===== src/rtl/act_skew_feeder.sv =====
// -----------------------------------------------------------------------------
// act_skew_feeder
//
// Feeds activation vectors into the west edge of a systolic array.
// Incoming vectors are buffered in a small FIFO. Each popped vector is skewed
// so that lane r reaches row r exactly r+1 cycles after the pop. After the
// last vector of a tile, the feeder flushes the skew chains with 2*N-1 bubble
// cycles and then pulses o_tile_done. While i_hold is high the array is busy
// loading weights, so everything downstream of the FIFO write side freezes.
//
// Ports
//   clk          clock, rising edge
//   reset        synchronous, active-high reset
//   in_data      N*8  activation vector, lane r = bits [8r+7:8r]
//   in_valid     in_data/in_last valid
//   in_last      final vector of a tile
//   in_ready     FIFO can accept (not full, low during reset)
//   i_hold       freeze feeder (array loading weights)
//   o_west       N*8  skewed activations, lane r -> row r, column 0
//   o_row_valid  N    lane r of o_west carries real data
//   o_busy       anything queued, in flight or flushing
//   o_tile_done  one-cycle pulse when a tile's flush completes
// -----------------------------------------------------------------------------
module act_skew_feeder #(
    parameter int N     = 4,
    parameter int DEPTH = 8
) (
    input  logic           clk,
    input  logic           reset,
    input  logic [N*8-1:0] in_data,
    input  logic           in_valid,
    input  logic           in_last,
    output logic           in_ready,
    input  logic           i_hold,
    output logic [N*8-1:0] o_west,
    output logic [N-1:0]   o_row_valid,
    output logic           o_busy,
    output logic           o_tile_done
);

    localparam int AW = (DEPTH > 1) ? $clog2(DEPTH) : 1;
    localparam int CW = $clog2(2 * N);
    localparam logic [CW-1:0] FLUSH_LOAD = CW'(2 * N - 1);

    typedef enum logic [1:0] {
        IDLE,
        STREAM,
        FLUSH
    } state_t;

    state_t          state;
    logic [CW-1:0]   flush_cnt;

    // -------------------------------------------------------------------------
    // Input FIFO: {last, data} per entry; pointers carry one wrap bit.
    // -------------------------------------------------------------------------
    logic [N*8:0]    mem [DEPTH];
    logic [AW:0]     wr_ptr;
    logic [AW:0]     rd_ptr;
    logic            empty;
    logic            full;
    logic            push;
    logic            pop;
    logic [N*8:0]    head;
    logic [N*8-1:0]  head_data;
    logic            head_last;

    assign empty     = (wr_ptr == rd_ptr);
    assign full      = (wr_ptr[AW] != rd_ptr[AW]) &&
                       (wr_ptr[AW-1:0] == rd_ptr[AW-1:0]);
    // No bypass: a pop in the same cycle does not make room for a push.
    assign in_ready  = !reset && !full;
    assign push      = in_valid && in_ready;
    // The FIFO is never drained during a flush, so the next tile waits.
    assign pop       = (state != FLUSH) && !i_hold && !empty;
    assign head      = mem[rd_ptr[AW-1:0]];
    assign head_data = head[N*8-1:0];
    assign head_last = head[N*8];

    always_ff @(posedge clk) begin
        if (push) begin
            mem[wr_ptr[AW-1:0]] <= {in_last, in_data};
        end
    end

    always_ff @(posedge clk) begin
        if (reset) begin
            wr_ptr <= '0;
            rd_ptr <= '0;
        end else begin
            if (push) begin
                wr_ptr <= wr_ptr + 1'b1;
            end
            if (pop) begin
                rd_ptr <= rd_ptr + 1'b1;
            end
        end
    end

    // -------------------------------------------------------------------------
    // Tile FSM with flush counter; o_tile_done is registered.
    // -------------------------------------------------------------------------
    always_ff @(posedge clk) begin
        if (reset) begin
            state       <= IDLE;
            flush_cnt   <= '0;
            o_tile_done <= 1'b0;
        end else begin
            o_tile_done <= 1'b0;
            if (!i_hold) begin
                case (state)
                    IDLE: begin
                        if (pop) begin
                            if (head_last) begin
                                state     <= FLUSH;
                                flush_cnt <= FLUSH_LOAD;
                            end else begin
                                state <= STREAM;
                            end
                        end
                    end
                    STREAM: begin
                        if (pop && head_last) begin
                            state     <= FLUSH;
                            flush_cnt <= FLUSH_LOAD;
                        end
                    end
                    FLUSH: begin
                        if (flush_cnt == CW'(1)) begin
                            state       <= IDLE;
                            flush_cnt   <= '0;
                            o_tile_done <= 1'b1;
                        end else begin
                            flush_cnt <= flush_cnt - 1'b1;
                        end
                    end
                    default: begin
                        state <= IDLE;
                    end
                endcase
            end
        end
    end

    // -------------------------------------------------------------------------
    // Skew chains: lane r is a shift register of r+1 byte stages. New data
    // enters the low byte; the top byte drives the array. Non-pop cycles
    // shift in a zero bubble with valid low.
    // -------------------------------------------------------------------------
    logic [N-1:0] lane_busy;

    for (genvar r = 0; r < N; r++) begin : g_lane
        localparam int LW = r + 1;
        localparam int DW = 8 * LW;

        logic [DW-1:0] dat;
        logic [LW-1:0] vld;
        logic [7:0]    nb;

        assign nb = pop ? head_data[8*r +: 8] : 8'h00;

        always_ff @(posedge clk) begin
            if (reset) begin
                dat <= '0;
                vld <= '0;
            end else if (!i_hold) begin
                dat <= DW'({dat, nb});
                vld <= LW'({vld, pop});
            end
        end

        assign o_west[8*r +: 8] = dat[8*r +: 8];
        assign o_row_valid[r]   = vld[r];
        assign lane_busy[r]     = |vld;
    end

    assign o_busy = (state != IDLE) || !empty || (|lane_busy);

endmodule


===== config.mk =====
export PLATFORM = sky130hd
export DESIGN_NAME = act_skew_feeder
export DESIGN_NICKNAME = d
export VERILOG_FILES = /design/src/rtl/act_skew_feeder.sv
export SDC_FILE = /design/constraint.sdc
export NUM_CORES = 1
export LEC_CHECK = 0
export BUFFER_PORTS_ARGS = -buffer_cell sky130_fd_sc_hd__buf_2
export CORE_MARGIN = 10
export CORE_UTILIZATION = 45
export DETAILED_ROUTE_END_ITERATION = 8
export PLACE_DENSITY_LB_ADDON = 0.25
export SYNTH_ARGS = -nofsm -noshare
export SYNTH_HDL_FRONTEND = slang
export SYNTH_SLANG_ARGS = --single-unit

===== constraint.sdc =====
create_clock -name clk -period 10.66 [get_ports clk]
set_input_delay 1.599 -clock clk [delete_from_list [all_inputs] [get_ports clk]]
set_output_delay 1.599 -clock clk [all_outputs]
set_load 0.05 [all_outputs]

==> key figures <==
Placed design
  • DPL Wire Length: 14.2 mm
  • Placed cell count: 1210
  • Port bufs: 75
  • Final Wtd Congestion: 0.668

Setup path
  • Worst Setup End Kind: output port
  • Crit Path Max Fanout: 74
  • Kind of critical path: in -> out
  • Worst reg2reg path depth: 4
  • CP Launch Type: input pin
  • Required @ worst endpoint: 9.06 ns
  • Critical path data arrival time: 2.62 ns

Route
  • Via density: 5.17
  • Wire per inst: 19.8 um
  • DRT antenna net count: 0
  • Vias after detailed routing: 6623
  • Drt pass-1 iters: 4
  • Routed wire length: 25.4 mm
  • # DRC: 0
  • Drt initial violations: 368

Final layout
  • Synthesis-to-layout area growth: 13.2%
  • Nets: 895
  • FILL cells: 2474
  • Post-Layout Cell Count: 1281
  • Share of cells above drive strength 1: 25.3%

Power
  • Sw Pwr: 704 uW
  • Power share of the clock group: 41.3%
  • PwrDens: 202 mW/mm^2
  • Sw Share: 22.2%
  • Internal: 2.46 mW
  • Worst vdd ir: 0.105 mV
  • Leakage Power: 5.31 nW
  • Sequential Power Share: 50.4%
  • Comb pwr share: 8.3%

Timing
  • Min Tclk post-route: 4.22 ns
  • Slew margin rel.: 24.1%
  • Setup TNS: 0 ns
  • Period utilisation layout: 39.5%
  • Final-report setup violation count: 0
  • Final Hold Viols: 0
  • Fin. max-slew vios: 0
  • RSZ-0062 raised after global routing: false
  • FMAX: 0.237 GHz
  • Worst Max-Slew Pin Slew: 1.14 ns
  • Clk_skew: 0.0137 ns

Clock tree
  • CTS Buf Count: 38
  • Number of H-tree levels: 2
  • Post-CTS Setup Repair Bufs: 0
  • CTS Root Cell: clkbuf_16
  • Clock latency at the later pin of the worst-skew pair: 0.52 ns
  • Clock slew at reported path FFs: 0.06 ns
  • Max Buffers Root-to-Sink: 3
  • Clock sink total: 365
  • CTS resizes: 0
  • Hold Buf Count CTS: 0
  • TritonCTS clock tree: yes

Floorplanning
  • Die ar.: 0.0382 mm^2
  • Core Box Area: 0.0305 mm^2
  • Standard-cell rows: 64
  • Die H: 195 um
  • Initial Util: 45.4%
  • Die X: 195 um
  • IO Pins: 76

GRT
  • Vias in the first global route: 6791
  • Largest net degree at the start of global routing: 75
  • First-pass GRT wire length: 40.2 mm
  • GR Util met3: 3.22%
  • Initial antenna violation count: 4
  • Grt total ovfl: 0
  • Met2 Track Usage GR: 20.2%
  • Global route hottest layer: met2
  • Met1 Use GR: 18.4%
  • All-Layer GR Usage: 13.3%

Synthesis
  • Sequential share of the synthesized area: 71.9%
  • Ys async rst share: 0%
  • Syn avg cell area: 17.4 um^2
  • Mapped Cells: 794
  • Post-synth EDFFs: 264
  • YS warnings: 0
  • Mapped Nets: 835
  • Mapped Area: 0.0138 mm^2
  • Synth Flop Type: edfxtp_1
  • Synth Register Bits: 365
  • Unique masters post-synth: 44

Hold path
  • Hold Crit Class: reg -> reg
  • Hold depth: 2

Outcome
  • Status: finished clean

Run
  • MaxCap Viol Count: 0
-- per-stage QoR --
| step | power (mW) | setup slack [ns] | hold WS, ns | util [%] | instance area (um^2) |
|---|---|---|---|---|---|
| after floorplan | 1.83 | 5.56 | 0.428 | - | 13800 |
| after global routing | 3.29 | 6.33 | 0.469 | 51.4 | 15700 |
| after global placement | 1.89 | 6.34 | 0.432 | 47.3 | 14400 |
| final | 3.17 | 6.44 | 0.444 | 51.4 | 15700 |
| after CTS | 3.20 | 6.43 | 0.448 | 51.4 | 15700 |
| after detailed placement | 1.90 | 6.31 | 0.439 | 47.3 | 14400 |
-- kinds of logic after synthesis --
logic type      share of synthesized area, %
buf+inv                                 3.24
fa+ha+maj                              0.362
xor+xnor                               0.542
flops                                   71.9
mux                                     17.0
compound gates                          2.46
simple gates                            4.49
-- registers in the layout, indices dropped and copies added (netlist names), named ones only --
signal,cells
g_lane.vld,4
flush_cnt,3
o_tile_done,1
mem,264
state,2
g_lane.dat,80
rd_ptr,4
wr_ptr,4
-- per-layer routing --
layer  part of all wire (%)  up-vias
met5                   0.13        -
met4                    2.0        4
met3                    5.0       43
met2                     46      127
met1                     47     3316
li1                       -     3133
-- final cells by class --
cell class                      count  area [um^2]  share of cell area (%)
Inverter                            5         18.8                   0.120
Tap cell                          396          495                    3.16
Multi-Input combinational cell    357         3490                    22.3
Timing Repair Buffer               87          468                    2.99
Clock inverter                     19          189                    1.21
Clock buffer                       50         1050                    6.68
Sequential cell                   365         9960                    63.5
Antenna cell                        2         5.00                  0.0319
-- power by group through the flow --
stage	registers [mW]	logic (mW)	clock network, mW
CTS	1.60	0.269	1.33
detailed placement	1.63	0.269	0
global placement	1.63	0.267	0
floorplan	1.61	0.220	0
finish	1.60	0.264	1.31
global route	1.60	0.288	1.40
-- worst max-delay path, stage by stage --
cell,delay [ns]
buf_2,0.08
buf_4,0.55
a41oi_1,0.09
buf_2,0.26
-- Yosys cell counts, drive strengths merged (5+ instances only) --
cell / count / area [um^2]
nor2: 63 / 236
edfxtp: 264 / 7930
nand2b: 10 / 62.6
buf: 53 / 377
clkbuf: 14 / 52.6
mux4: 64 / 1450
dfxtp: 101 / 2020
mux2i: 90 / 901
inv: 5 / 18.8
xnor2: 5 / 66.3
nand2: 40 / 150
o21ai: 42 / 210
-- worst paths after layout --
kind	start	endpoint	slack (ns)
setup / recovery	reset	in_ready	6.44
hold reg to reg	g_lane[0].dat[2]	g_lane[0].dat[2]	0.44
hold / removal	g_lane[0].dat[2]	g_lane[0].dat[2]	0.44
setup reg to reg	wr_ptr[1]	mem[3][17]	7.85
-- placed cells by master (no fill, tap or decap), drive strengths merged, types with 2 or more instances in the layout --
cell	count
mux2i	90
bufinv	4
clkinv	12
nor2b	4
edfxtp	264
nand3	4
a21oi	4
ha	4
diode	2
inv	6
a41oi	4
nand2b	10
dfxtp	101
or4	2
xnor2	5
nand2	40
nand4	4
nor2	63
clkinvlp	2
mux4	64
clkbuf	50
buf	87
nand3b	2
nor3	2
o21ai	42
a311oi	2
(Power assumes the default switching activity.)
